==> config.mk <==
export PLATFORM = sky130hd
export DESIGN_NAME = ramp_sequencer
export DESIGN_NICKNAME = d
export VERILOG_FILES = /design/src/rtl/ramp_sequencer.sv
export SDC_FILE = /design/constraint.sdc
export NUM_CORES = 1
export LEC_CHECK = 0
export CAP_MARGIN = 20
export CORE_MARGIN = 2
export CORE_UTILIZATION = 43
export CTS_BUF_LIST = sky130_fd_sc_hd__clkbuf_4 sky130_fd_sc_hd__clkbuf_8
export CTS_CLUSTER_SIZE = 30
export DETAILED_ROUTE_END_ITERATION = 6
export GPL_ROUTABILITY_DRIVEN = 0
export GPL_TIMING_DRIVEN = 0
export PLACE_DENSITY = 0.61
export SLEW_MARGIN = 20
export SYNTH_ARGS = -nofsm -noshare
export SYNTH_HDL_FRONTEND = slang
export SYNTH_SLANG_ARGS = --single-unit
==> constraint.sdc <==
create_clock -name clk -period 5.7 [get_ports clk]
set_input_delay 1.14 -clock clk [delete_from_list [all_inputs] [get_ports clk]]
set_output_delay 1.14 -clock clk [all_outputs]
set_load 0.01 [all_outputs]
==> src/rtl/ramp_sequencer.sv <==
// Triangle-ramp brightness sequencer: steps a level up/down at a prescaled rate,
// rotates it across LED channels after a set number of periods, and PWMs each LED.
module ramp_sequencer #(
   parameter int WIDTH      = 8,
   parameter int PRESCALE_W = 16,
   parameter int NUM_CH     = 3
) (
   input  logic                  clk,
   input  logic                  rst,
   input  logic                  start,
   input  logic                  stop,
   input  logic                  loop,
   input  logic [PRESCALE_W-1:0] prescale,
   input  logic [3:0]            cycles,
   output logic [WIDTH-1:0]      level,
   output logic [NUM_CH-1:0]     ch_sel,
   output logic [NUM_CH-1:0]     led,
   output logic                  busy,
   output logic                  done
);

   localparam logic [1:0] S_IDLE = 2'd0;
   localparam logic [1:0] S_RISE = 2'd1;
   localparam logic [1:0] S_FALL = 2'd2;
   localparam logic [1:0] S_NEXT = 2'd3;

   localparam logic [WIDTH-1:0]  LVL_MAX  = '1;
   localparam logic [NUM_CH-1:0] CH_FIRST = NUM_CH'(1);

   logic [1:0]            state_q, state_d;
   logic [WIDTH-1:0]      level_q, level_d;
   logic [NUM_CH-1:0]     ch_q, ch_d;
   logic [NUM_CH-1:0]     led_q, led_d;
   logic                  done_q, done_d;
   logic [PRESCALE_W-1:0] presc_q, presc_d;
   logic [PRESCALE_W-1:0] prescale_q, prescale_d;
   logic [3:0]            period_q, period_d;
   logic [3:0]            cycles_q, cycles_d;
   logic [WIDTH-1:0]      pwm_q;

   logic                  step;
   logic                  busy_w;
   logic [WIDTH-1:0]      level_inc, level_dec;
   logic [3:0]            period_inc;

   assign busy_w     = (state_q != S_IDLE);
   assign step       = (presc_q == prescale_q);
   assign level_inc  = level_q + WIDTH'(1);
   assign level_dec  = level_q - WIDTH'(1);
   assign period_inc = period_q + 4'd1;

   always_comb begin
      state_d    = state_q;
      level_d    = level_q;
      ch_d       = ch_q;
      done_d     = 1'b0;
      presc_d    = presc_q;
      period_d   = period_q;
      prescale_d = prescale_q;
      cycles_d   = cycles_q;
      case (state_q)
         S_IDLE: begin
            if (start && !stop) begin
               state_d    = S_RISE;
               prescale_d = prescale;
               cycles_d   = cycles;
               presc_d    = '0;
               period_d   = '0;
               level_d    = '0;
               ch_d       = CH_FIRST;
            end
         end
         S_RISE, S_FALL: begin
            presc_d = step ? '0 : presc_q + PRESCALE_W'(1);
            if (step && state_q == S_RISE) begin
               level_d = level_inc;
               if (level_inc == LVL_MAX) state_d = S_FALL;
            end else if (step) begin
               level_d = level_dec;
               // Reaching zero on the way down closes one full period
               if (level_dec == '0) begin
                  if (cycles_q != 4'd0 && period_inc == cycles_q) begin
                     state_d  = S_NEXT;
                     period_d = '0;
                  end else begin
                     state_d  = S_RISE;
                     period_d = period_inc;
                  end
               end
            end
         end
         S_NEXT: begin
            presc_d = '0;
            if (ch_q[NUM_CH-1]) begin
               ch_d    = CH_FIRST;
               done_d  = 1'b1;
               state_d = loop ? S_RISE : S_IDLE;
            end else begin
               ch_d    = ch_q << 1;
               state_d = S_RISE;
            end
         end
         default: state_d = S_IDLE;
      endcase

      // Abort overrides whatever the active state decided, including a done pulse
      if (stop && busy_w) begin
         state_d  = S_IDLE;
         level_d  = '0;
         ch_d     = CH_FIRST;
         period_d = '0;
         presc_d  = '0;
         done_d   = 1'b0;
      end
   end

   always_comb begin
      led_d = ch_q & {NUM_CH{busy_w}} & {NUM_CH{pwm_q < level_q}};
      if (stop && busy_w) led_d = '0;
   end

   always_ff @(posedge clk or posedge rst) begin
      if (rst) begin
         state_q    <= S_IDLE;
         level_q    <= '0;
         ch_q       <= CH_FIRST;
         led_q      <= '0;
         done_q     <= 1'b0;
         presc_q    <= '0;
         prescale_q <= '0;
         period_q   <= '0;
         cycles_q   <= '0;
         pwm_q      <= '0;
      end else begin
         state_q    <= state_d;
         level_q    <= level_d;
         ch_q       <= ch_d;
         led_q      <= led_d;
         done_q     <= done_d;
         presc_q    <= presc_d;
         prescale_q <= prescale_d;
         period_q   <= period_d;
         cycles_q   <= cycles_d;
         pwm_q      <= pwm_q + WIDTH'(1);
      end
   end

   assign level  = level_q;
   assign ch_sel = ch_q;
   assign led    = led_q;
   assign busy   = busy_w;
   assign done   = done_q;

endmodule

==> results of run 1 <==
power groups by stage:
stage | registers (uW) | clock network, uW | logic (uW)
final | 614 | 357 | 517
after global routing | 627 | 382 | 583
after global placement | 622 | 0 | 509
after floorplan | 605 | 0 | 399
after detailed placement | 625 | 0 | 519
after CTS | 616 | 365 | 521
state kept, by name (all words and copies together) (netlist names):
name,flops
presc_q,16
cycles_q,4
state_q,2
ch_sel,3
prescale_q,16
pwm_q,8
led,3
done,1
period_q,4
level,8
per-layer routing:
| metal | vias to the layer above | wire length, um | share of wire | global-route usage |
|---|---|---|---|---|
| met5 | - | 0 | 0 | 0 |
| met4 | 0 | 124 | 0.016 | 0.0716 |
| li1 | 1387 | - | - | - |
| met3 | 10 | 283 | 0.036 | 0.0272 |
| met2 | 52 | 3410 | 0.43 | 0.258 |
| met1 | 1330 | 4100 | 0.52 | 0.263 |
layout make-up:
| type | instances | area [um^2] | area share |
|---|---|---|---|
| Buffer | 12 | 65.1 | 0.0144 |
| Sequential cell | 65 | 1630 | 0.361 |
| Multi-Input combinational cell | 267 | 2010 | 0.446 |
| Timing Repair Buffer | 40 | 418 | 0.0927 |
| Clock inverter | 7 | 47.5 | 0.0105 |
| Clock buffer | 9 | 124 | 0.0275 |
| Tap cell | 108 | 135 | 0.0300 |
| Inverter | 20 | 77.6 | 0.0172 |
per-stage QoR:
step | util | cell area (um^2) | std cells
3_3_place_gp | 0.499 | 4310 | 511
4_1_cts | 0.522 | 4510 | 528
3_5_place_dp | 0.502 | 4340 | 512
2_1_floorplan | - | 3780 | 364
5_1_grt | 0.522 | 4510 | 528
6_report | 0.522 | 4510 | 528
critical path: stages (launching register included):
cell	delay, ns
dfrtp_1	0.42
inv_1	0.09
ha_1	0.14
clkbuf_1	0.27
inv_1	0.20
clkdlybuf4s50_1	0.52
cells by family (layout without fill, tap and decap cells):
logic type	Yosys count	after routing	synth area share
xor+xnor	44	44	0.104
simple gates	119	119	0.180
fa+ha+maj	17	17	0.0563
mux	26	26	0.0755
compound gates	61	61	0.117
flops	65	65	0.431
buf+inv	32	88	0.0371
cells in the mapped netlist (all sizes together) (2+ instances only):
library cell and instances:
o211a 3, o21ai 19, nor3 9, xnor2 19, o211ai 2, o22ai 3, a21oi 8, o21a 2
nor4 6, a21o 4, nand2 29, nor2b 2, o2bb2ai 3, mux2i 6, or3 5, nand3b 3
xor2 25, clkbuf 6, o31ai 3, o41ai 2, and2 2, nor2 28, and4 3, dfrtp 64
and3 4, nand4 7, a2111oi 3, ha 17, nand3 14, buf 6, inv 20, nand2b 4
mux2 20
worst paths after layout:
kind	from	to	slack [ns]	cells after the start
worst max-delay path	state_q[1]	busy	2.57	5
worst min-delay path	pwm_q[7]	pwm_q[7]	0.49	1
worst max register to register	level[1]	led[2]	3.39	7
worst min register to register	pwm_q[7]	pwm_q[7]	0.49	1
max in group asynchronous	rst	ch_sel[0]	4.07	3
min in group asynchronous	rst	level[0]	1.07	2
==> results.md, run 1 <==
* Status: finished, final reports clean
* HPWL Detailed at just under 6 mm
* Post-CTS sizing at 0
* TritonRoute pass-1 iters at 5
* Hold buffers post-CTS at 0
* N_diodes at 0
* Initial Util at 0.438
* Peak supply drop at between 0.15 and 0.2 mV
* Power per Cell Area at 330 nW/um^2
* Total power at approximately 1500 uW
* Layout net count at 457
* Setup TNS at 0 ns
* H-tree levels at 3
* Cells after synthesis at 364
* Post-synth top area share at 0.424
* Worst Hold Class: reg2reg
* Vias in the first global route at 2798
* Cell taking the most area after synthesis: dfrtp_1
* Synth Cell Area at 3780 um^2
* TritonCTS clock tree: done
* Fillers at about 800
* Crit path DAT at between 1.5 and 2 ns
* Main area contributors after synthesis: dfrtp_1 42%, mux2_2 6.0%, ha_1 5.6%
* I/O Pins at 41
* Setup crit end kind: output port
* Routed Antenna Nets at 0
* Mean post-synth cell area at 10.4 um^2
* Worst hold slack at 0.486 ns
* Worst slack at placement at 2.52 ns
* Post-synth EDFFs at 0
* Number of post-CTS setup repair buffers at 0
* DR vias/cell at 5.26
* Clock power share at 0.240
* Largest net degree at the start of global routing at 50
* Total Routing Usage GR at 0.176
* Setup Skew at roughly 0.008 ns
* Die Width at 97.8 um
* Final WL at 7.92 mm
* Crit path launch type: flip-flop
* Total die area at between 9000 and 10000 um^2
* Fin worst setup slack at approximately 2.6 ns
* Net Count, Synth at just over 400
* I/O Buffers at 39
* Core area at 8640 um^2
* Clk slew on worst S/H paths at approximately 0.080 ns
* Slew Limit Fails at 0
* Leak pwr at around 0.0019 uW
* RSZ-0062 raised after global routing: false
* Global-route wire length before repair at between 10 and 15 mm
* Area grow syn2layout at 19.2%
* CTS Sinks at between 60 and 70
* Clk buf depth at 2
* Vias at 2779
* Crit-path max FO at 8
* Start-to-end type of the worst setup path: reg2out
* Commonest cells after routing, fill and taps aside: 64 x dfrtp_1, 39 x clkdlybuf4s50_1, 28 x nand2_1, 28 x nor2_1, 24 x xor2_1
* Rel. slew slack at 0.607
* # rows at 34
* Commonest non-fill, non-tap cell in the layout: dfrtp_1
* Per-cell routed wire length at ~15 um
* Sw Share at 0.376
* CTS buffer count at 9
* Die height at 97.8 um
* Initial antenna violation count at 0
* Final hold violations at 0
* Internal at just over 900 uW
* Top_reg_cell synth: dfrtp_1
* Post-synthesis sequential area ratio at 0.431
* Cell variety after synth at 61
* Psw at about 560 uW
* YS warnings at 0
* Clock root cell: clkbuf_8
* Clk_lat worst skew at around 0.35 ns
* DRT iter0 DRCs at 110
* MaxCap Viol Count at 0
* Comb power frac at 0.347
* Final setup viols at 0
* Worst-Margin Slew at 0.590 ns
* Post-synth ARST share at 1.00
* Fraction of layout cells with a size suffix above 1 at 0.150
* Yosys reg bits at 65
* Final worst-path cycle share at 0.549
* Sequential share of power at 0.413
* Peak Freq at 320 MHz
* DRC violations left at 0
* CP Data Required Time at roughly 4.6 ns
* Tmin final at 3.13 ns
* GRT Residual Overflow at 0
Note: power is estimated with default switching activity, not from simulation.
==> inputs of run 2 (changes only) <==
==> constraint.sdc (replaced) <==
create_clock -name clk -period 2.88 [get_ports clk]
set_input_delay 0.576 -clock clk [delete_from_list [all_inputs] [get_ports clk]]
set_output_delay 0.576 -clock clk [all_outputs]
set_load 0.01 [all_outputs]
==> results of run 2 <==
The final DEF is identical to that of run 1. Status: finished, final reports clean.
Main changes from that run: setup slack after placement 2.52 ns -> 0.265 ns; setup slack after layout 2.57 ns -> 0.316 ns; register-to-register setup slack 3.39 ns -> 0.57 ns; total power 1490 uW -> 2940 uW; worst IR drop on VDD 0.152 mV -> 0.300 mV
==> inputs of run 3 (changes only) <==
--- a/config.mk
+++ b/config.mk
@@ -11,7 +11,6 @@
 export CTS_BUF_LIST = sky130_fd_sc_hd__clkbuf_4 sky130_fd_sc_hd__clkbuf_8
 export CTS_CLUSTER_SIZE = 30
 export DETAILED_ROUTE_END_ITERATION = 6
-export GPL_ROUTABILITY_DRIVEN = 0
 export GPL_TIMING_DRIVEN = 0
 export PLACE_DENSITY = 0.61
 export SLEW_MARGIN = 20
==> run 3 against run 2 <==
Compared with the run above:
- critical path depth stayed put
- final cell count did not move
- clock power up 11%
- sequential power about the same
- core utilization increased by 0.28 points
- clock-buffer cell count rose by 2
- critical endpoint unchanged
- critical path type unchanged
- combinational power about the same
==> results.md, run 3 (same netlist as run 1, synthesis figures left out) <==
* Power per Cell Area at 670 nW/um^2 (was 653 nW/um^2)
* Rel. slew slack at 0.608 (was 0.607)
* HPWL Detailed at 5.95 mm (was 5.82 mm)
* Die height at 97.8 um (unchanged)
* Final GP Congestion at 0.861
* Area grow syn2layout at 19.9% (was 19.2%)
* Largest net degree at the start of global routing at 51 (was 50)
* Hold buffers post-CTS at 0 (unchanged)
* Setup Skew at 0.00486 ns (was 0.00804 ns)
* Clock root cell: clkbuf_8 (unchanged)
* CP Data Required Time at 2.30 ns (about the same)
* CTS Sinks at 65 (unchanged)
* Leak pwr at 0.00195 uW (was 0.00194 uW)
* R2R Path Start: state_q[1] (was level[1])
* R2R setup slack at 0.55 ns (was 0.57 ns)
* Total die area at 9560 um^2 (unchanged)
* Critical path launch point: state_q[1] (unchanged)
* Clk_lat worst skew at 0.34 ns (was 0.35 ns)
* Util after Layout at 0.525 (was 0.522)
* Setup crit end kind: output port (unchanged)
* Final hold violations at 0 (unchanged)
* Slew Limit Fails at 0 (unchanged)
* Status: finished, final reports clean (unchanged)
* Commonest non-fill, non-tap cell in the layout: dfrtp_1 (unchanged)
* Number of post-CTS setup repair buffers at 0 (unchanged)
* Fraction of layout cells with a size suffix above 1 at 0.150 (unchanged)
* RSZ-0062 raised after global routing: false (unchanged)
* Final setup viols at 0 (unchanged)
* Top flop regs: presc_q (16), prescale_q (16) (unchanged)
* Die Width at 97.8 um (unchanged)
* Worst r2r path cells at 9 (was 7)
* I/O Buffers at 39 (unchanged)
* DRC violations left at 0 (unchanged)
* Worst-Margin Slew at 0.588 ns (was 0.590 ns)
* Initial antenna violation count at 0 (unchanged)
* MaxCap Viol Count at 0 (unchanged)
* Final WL at 8.10 mm (was 7.92 mm)
* DP Area at 4340 um^2 (unchanged)
* Max incr delay on CP at 0.52 ns (about the same)
* Peak Freq at 386 MHz (was 390 MHz)
* TritonCTS clock tree: done (unchanged)
* H-tree levels at 3 (unchanged)
* Clk slew on worst S/H paths at 0.07 ns (was 0.08 ns)
* Worst hold slack at 0.495 ns (was 0.486 ns)
* FF-to-FF End: level[7] (was led[2])
* Met2 Wirelength at 3.57 mm (was 3.41 mm)
* Global-route wire length before repair at 14.2 mm (was 13.6 mm)
* CP cell instances: inv_1 -> ha_1 -> clkbuf_1 -> inv_1 -> clkdlybuf4s50_1 (unchanged)
* Worst Hold Class: reg2reg (unchanged)
* Clk buf depth at 2 (unchanged)
* Peak supply drop at 0.363 mV (was 0.300 mV)
* TritonRoute pass-1 iters at 4 (was 5)
* Crit path launch type: flip-flop (unchanged)
* WL met3 at 333 um (was 283 um)
* Vias in the first global route at 2881 (was 2798)
* Number of cells on the worst hold path at 1 (unchanged)
* Cell with the largest stage delay on the worst path: clkdlybuf4s50_1 (unchanged)
* Layout net count at 457 (unchanged)
* Crit path top cell by count: inv_1 (unchanged)
* Final Instance Area at 4530 um^2 (was 4510 um^2)
* CTS buffer count at 9 (unchanged)
* Per-cell routed wire length at 15.3 um (was 15.0 um)
* Commonest cells after routing, fill and taps aside: 64 x dfrtp_1, 39 x clkdlybuf4s50_1, 28 x nand2_1, 28 x nor2_1, 24 x xor2_1 (unchanged)
* Total Routing Usage GR at 0.184 (was 0.176)
* Initial Util at 0.438 (unchanged)
* Vias at 2801 (was 2779)
* DRT iter0 DRCs at 92 (was 110)
* Top sig layer: met4 (unchanged)
* N_diodes at 0 (unchanged)
* DR vias/cell at 5.30 (was 5.26)
* Total power at 3040 uW (was 2940 uW)
* # rows at 34 (unchanged)
* Worst hold start: pwm_q[7] (unchanged)
* Tmin final at 2.59 ns (was 2.56 ns)
* Core area at 8640 um^2 (unchanged)
* Metal-1 WL at 4.09 mm (was 4.10 mm)
* Final worst-path cycle share at 0.900 (was 0.890)
* Crit-path max FO at 8 (unchanged)
* Hold path endpoint: pwm_q[7] (unchanged)
* Start-to-end type of the worst setup path: reg2out (unchanged)
* I/O Pins at 41 (unchanged)
* Routed Antenna Nets at 0 (unchanged)
* GRT Residual Overflow at 0 (unchanged)
* Post-CTS sizing at 0 (unchanged)
* Crit path DAT at 2.02 ns (was 1.99 ns)
-- run 3: cell types whose count changed in the layout (fill, tap and decap cells not counted), sizes merged --
cell / previous run / this run
clkbuf: 15 / 17
bufinv: 0 / 1
clkinv: 5 / 3
clkinvlp: 2 / 1
-- run 3: per-layer routing --
| metal | track usage | vias up |
|---|---|---|
| met1 | 0.271 | 1352 |
| li1 | - | 1381 |
| met4 | 0.0801 | 0 |
| met2 | 0.272 | 59 |
| met3 | 0.0272 | 9 |
| met5 | 0 | - |
-- run 3: power breakdown --
group | switching (uW) | internal, uW | leakage, uW | total [uW]
clock | 367 | 418 | 0.000100 | 785
combinational | 590 | 444 | 0.00101 | 1030
sequential | 134 | 1080 | 0.000844 | 1220
total | 1090 | 1940 | 0.00195 | 3040
-- run 3: how the worst max path moves through the flow --
| stage | end | slack, ns | cells after the start |
|---|---|---|---|
| after floorplan | ch_sel[1] | 0.68 | 1 |
| after global placement | prescale_q[1] | -0.57 | 2 |
| after detailed placement | level[7] | 0.24 | 7 |
| after CTS | busy | 0.30 | 5 |
| after global routing | busy | 0.19 | 5 |
| final | busy | 0.29 | 5 |
-- run 3: layout make-up --
| type | count | area (um^2) |
|---|---|---|
| Inverter | 20 | 77.6 |
| Fill cell | 784 | 4110 |
| Sequential cell | 65 | 1630 |
| Tap cell | 108 | 135 |
| Multi-Input combinational cell | 267 | 2010 |
| Timing Repair Buffer | 40 | 418 |
| Clock inverter | 5 | 56.3 |
| Buffer | 12 | 65.1 |
| Clock buffer | 11 | 139 |
-- run 3: critical path, delay by kind of cell, from the launching register on --
family / cells / cell delay (ns)
adder cells (fa/ha/maj): 1 / 0.14
buffers and inverters: 4 / 1.11
flip-flops: 1 / 0.42
-- run 3: through the flow --
| step | TNS (ns) | setup WS, ns | instances |
|---|---|---|---|
| 6_report | 0 | 0.287 | 528 |
| 3_3_place_gp | -36.52 | -0.575 | 511 |
| 4_1_cts | 0 | 0.300 | 528 |
| 3_5_place_dp | 0 | 0.241 | 512 |
| 2_1_floorplan | 0 | 0.679 | 364 |
| 5_1_grt | 0 | 0.194 | 528 |
==> patch 1: new RTL, settings of run 2 <==
Register the input `prescale` before use, cleared by the reset. The logic sees it one clock later. The other inputs are not delayed to match.
--- a/src/rtl/ramp_sequencer.sv
+++ b/src/rtl/ramp_sequencer.sv
@@ -28,2 +28,12 @@
    localparam logic [NUM_CH-1:0] CH_FIRST = NUM_CH'(1);
+
+   logic [PRESCALE_W-1:0] prescale_r;
+
+   always_ff @(posedge clk or posedge rst) begin
+      if (rst) begin
+         prescale_r <= '0;
+      end else begin
+         prescale_r <= prescale;
+      end
+   end
 
@@ -64,3 +74,3 @@
                state_d    = S_RISE;
-               prescale_d = prescale;
+               prescale_d = prescale_r;
                cycles_d   = cycles;
Behaviour: not the same (Yosys sat finds a counterexample within 4 cycles, from zero or initial values and one cycle with rst high).
==> patch 1 against run 2 <==
Setup slack lost 0.11 ns; non-clock buffer count up 1; die area rose by 10%; register-to-register slack worse by 0.37 ns; routed wire length rose by 8.2%; sequential cell count is 16 higher; cell area up 10%; critical path depth rose by 1; power is 23% higher; global-route usage up 0.15 points; core utilization grew 1.2 points; area after synthesis up 11%; worst hold slack got worse by 0.011 ns; critical path type is now reg2reg; largest power group unchanged.
==> patch 1: results (changes against run 2) <==
[metrics] final non-filler cell total: 582 (was 528)
[metrics] Critical Path Max Stage Delay: 0.56 ns (was 0.52 ns)
[metrics] global routing usage on met1: 0.224 (was 0.263)
[metrics] Reg2Reg Launch Point: presc_q[9] (was level[1])
[metrics] Unique masters post-synth: 59 (was 61)
[metrics] number of DRC markers in iteration 0: 139 (was 110)
[metrics] number of placed instances, taps included: 566 (was 512)
[metrics] post-CTS clock slew at the launch and capture registers of the worst setup and hold paths: 0.10 ns (was 0.08 ns)
[metrics] post-route worst hold slack: 0.475 ns (was 0.486 ns)
[metrics] Slew HR: 0.491 (was 0.607)
[metrics] GRT Total Usage: 0.178 (was 0.176)
[metrics] maximum VDD drop: 418 uV (was 300 uV)
[metrics] CP max-delay cell: sky130_fd_sc_hd__nor4_1 (was sky130_fd_sc_hd__clkdlybuf4s50_1)
[metrics] global routing usage on met3: 0.0339 (was 0.0272)
[metrics] number of nets produced by synthesis: 438 (was 406)
[metrics] Max Clock Skew: 0.0106 ns (was 0.00804 ns)
[metrics] number of cells traversed by the worst register-to-register path: 6 (was 7)
[metrics] syn avg cell area: 10.6 um2 (was 10.4 um2)
[metrics] nets@finish: 490 (was 457)
[metrics] biggest registers after layout: presc_q x16, prescale_q x16, prescale_r x16 (was presc_q x16, prescale_q x16)
[metrics] vias in the first global route: 3142 (was 2798)
[metrics] CP Max Fanout: 4 (was 8)
[metrics] total inserted antenna cells: 0 (unchanged)
[metrics] leakage power total: 2.11 nW (was 1.94 nW)
[metrics] first-pass GRT wire length: 14.6 mm (was 13.6 mm)
[metrics] met2 layer usage reported by global route: 0.304 (was 0.258)
[metrics] top cell types by occurrence after synthesis: sky130_fd_sc_hd__dfrtp_1, sky130_fd_sc_hd__nor2_1, sky130_fd_sc_hd__xor2_1 (was sky130_fd_sc_hd__dfrtp_1, sky130_fd_sc_hd__nand2_1, sky130_fd_sc_hd__nor2_1)
[metrics] setup slack on the worst flop-to-flop path: 0.20 ns (was 0.57 ns)
[metrics] Vias/cell: 5.37 (was 5.26)
[metrics] placed wire-length estimate after detailed placement: 6.34 mm (was 5.82 mm)
[metrics] result of the run: finished, final reports clean (unchanged)
[metrics] WL final: 8.58 mm (was 7.92 mm)
[metrics] FILL cells: 832 (was 803)
[metrics] sequential-to-total area share from yosys stat: 0.485 (was 0.431)
[metrics] detailed-routing iteration count for the pre-antenna-repair pass: 4 (was 5)
[metrics] kind of critical path: reg2reg (was reg2out)
patch 1: cell types whose count changed after synthesis, sizes merged, moves of 5 or more:
cell	before	now
or3	5	0
nand2	29	24
nor3	9	16
nand3	14	24
nor2	28	33
dfrtp	64	80
patch 1: worst min-delay path by stage:
stage / endpoint / from
floorplan: pwm_q[0] / pwm_q[0]
finish: prescale_q[5] / prescale_r[5]
global route: prescale_q[7] / prescale_r[7]
detailed placement: prescale_q[14] / prescale_r[14]
global placement: prescale_q[6] / prescale_r[6]
CTS: prescale_q[5] / prescale_r[5]
patch 1: cell type report:
class                   count  area, um2  area share
clock buffers               9        124      0.0249
clock inverters             7       81.3      0.0163
flip-flops and latches     81       2030       0.407
well taps                 129        161      0.0324
repair buffers             41        428      0.0860
multi-input cells         282       2010       0.404
inverters                  21       81.3      0.0163
plain buffers              12       60.1      0.0121
patch 1: cell families (layout without fill, tap and decap cells):
family | Yosys count | in the layout | share of synthesized area
muxes | 25 | 25 | 0.0682
buffers and inverters | 33 | 90 | 0.0332
xor gates and xnor gates | 46 | 46 | 0.0964
AOI/OAI and AO/OA | 65 | 65 | 0.113
DFF | 81 | 81 | 0.485
and+or+nand+nor | 129 | 129 | 0.153
adders and majority gates | 17 | 17 | 0.0509
patch 1: power by group:
group | internal, mW | switching (mW)
combinational | 0.551 | 0.699
sequential | 1.34 | 0.175
clock | 0.347 | 0.491
total | 2.24 | 1.37
patch 1: routing by layer:
| metal | part of all wire | up-vias |
|---|---|---|
| met4 | 0.020 | 0 |
| met1 | 0.44 | 1537 |
| met5 | 0 | - |
| met2 | 0.50 | 76 |
| li1 | - | 1501 |
| met3 | 0.041 | 13 |
patch 1: worst reg2reg max path: stages, from the launching register on:
cell,delay [ns]
sky130_fd_sc_hd__dfrtp_1,0.45
sky130_fd_sc_hd__xor2_1,0.16
sky130_fd_sc_hd__nor4_1,0.56
sky130_fd_sc_hd__nand4_1,0.32
sky130_fd_sc_hd__o21ai_0,0.50
sky130_fd_sc_hd__o211a_4,0.29
sky130_fd_sc_hd__mux2_4,0.30
patch 1: through the flow:
stage	setup slack [ns]	area, um2	TNS [ns]
6_report	0.204	4980	0
4_1_cts	0.232	4980	0
3_5_place_dp	0.0872	4770	0
2_1_floorplan	0.226	4180	0
3_3_place_gp	-1.10	4740	-87.84
5_1_grt	0.0282	4980	0
==> patch 2: new RTL, flow settings as in run 2 <==
Made on the original files. Set the parameter `PRESCALE_W` to 20 (it was 16).
--- a/src/rtl/ramp_sequencer.sv
+++ b/src/rtl/ramp_sequencer.sv
@@ -4,3 +4,3 @@
    parameter int WIDTH      = 8,
-   parameter int PRESCALE_W = 16,
+   parameter int PRESCALE_W = 20,
    parameter int NUM_CH     = 3
Interface: changed (resized prescale); port bits go from 41 to 45. The function was not compared with the original's and may differ.
==> patch 2 against run 2 <==
Maximum frequency increased by 0.51%; routed wire length increased by 7.4%; area after synthesis increased by 6.3%; sequential cell count increased by 8; clock skew increased by 0.0018 ns; global-route usage increased by 0.47 points; power increased by 24%; cell area increased by 6.9%; setup slack improved by 0.013 ns.
==> patch 2: results (changes against run 2) <==
[metrics] result of the run: finished, final reports clean (unchanged)
[metrics] FILL cells: 810 (was 803)
[metrics] leakage power total: 2.06 nW (was 1.94 nW)
[metrics] number of DRC markers in iteration 0: 138 (was 110)
[metrics] share of post-route cells with drive strength above 1: 0.138 (was 0.150)
[metrics] Vias/cell: 5.38 (was 5.26)
[metrics] placed wire-length estimate after detailed placement: 6.24 mm (was 5.82 mm)
[metrics] top cell types by occurrence after synthesis: sky130_fd_sc_hd__dfrtp_1, sky130_fd_sc_hd__xnor2_1, sky130_fd_sc_hd__nor2_1 (was sky130_fd_sc_hd__dfrtp_1, sky130_fd_sc_hd__nand2_1, sky130_fd_sc_hd__nor2_1)
[metrics] Max Clock Skew: 0.00986 ns (was 0.00804 ns)
[metrics] number of logic inverters in the finished layout: 19 (was 20)
[metrics] pre-CTS setup slack: 0.0888 ns (was 0.265 ns)
[metrics] syn avg cell area: 10.5 um2 (was 10.4 um2)
[metrics] pin count of the biggest net entering global routing: 55 (was 50)
[metrics] standard cell area after detailed placement: 4620 um2 (was 4340 um2)
[metrics] biggest registers after layout: presc_q x20, prescale_q x20 (was presc_q x16, prescale_q x16)
[metrics] vias in the first global route: 2945 (was 2798)
[metrics] Buffers excl. clock: 54 (was 52)
[metrics] Worst Tran Pin Value: 0.770 ns (was 0.590 ns)
[metrics] number of nets produced by synthesis: 427 (was 406)
[metrics] number of placed instances, taps included: 536 (was 512)
[metrics] final core utilization: 0.526 (was 0.522)
[metrics] wire length per cell after detailed routing: 15.4 um (was 15.0 um)
[metrics] first-pass GRT wire length: 14.4 mm (was 13.6 mm)
[metrics] worst hold path endpoint: pwm_q[0] (was pwm_q[7])
[metrics] kind of critical path: reg2reg (was reg2out)
[metrics] FF/Latch Area: 1830 um2 (was 1630 um2)
[metrics] setup slack on the worst flop-to-flop path: 0.33 ns (was 0.57 ns)
[metrics] critical path arrival: 2.81 ns (was 1.99 ns)
[metrics] post-route worst hold slack: 0.478 ns (was 0.486 ns)
[metrics] proportion of cell area spent on the clock network: 0.0418 (was 0.0380)
[metrics] Unique masters post-synth: 50 (was 61)
[metrics] GRT Total Usage: 0.181 (was 0.176)
[metrics] detailed-routing iteration count for the pre-antenna-repair pass: 4 (was 5)
[metrics] worst reg2reg endpoint: level[3] (was led[2])
[metrics] number of multi-input logic gates: 279 (was 267)
[metrics] Hold Startpoint: pwm_q[0] (was pwm_q[7])
[patch 2: report_power, final]
part / internal (mW) / leakage [nW] / switching, mW
Clock: 0.408 / 0.100 / 0.416
Sequential: 1.25 / 0.944 / 0.191
Combinational: 0.644 / 1.02 / 0.738
[patch 2: layer usage]
layer | vias up | part of all wire | track usage
met1 | 1458 | 0.52 | 0.275
met4 | 0 | 0.012 | 0.0685
met5 | - | 0 | 0
li1 | 1447 | - | -
met3 | 10 | 0.038 | 0.0291
met2 | 53 | 0.43 | 0.258
[patch 2: cell families after synthesis]
family                   Yosys count  synth area share
adder cells (fa/ha/maj)           17            0.0530
multiplexers                      32            0.0879
flip-flops                        73             0.455
XOR/XNOR                          53             0.116
AND/OR/NAND/NOR                  122             0.151
AO/OA/AOI/OAI                     55             0.105
buffers and inverters             29            0.0324
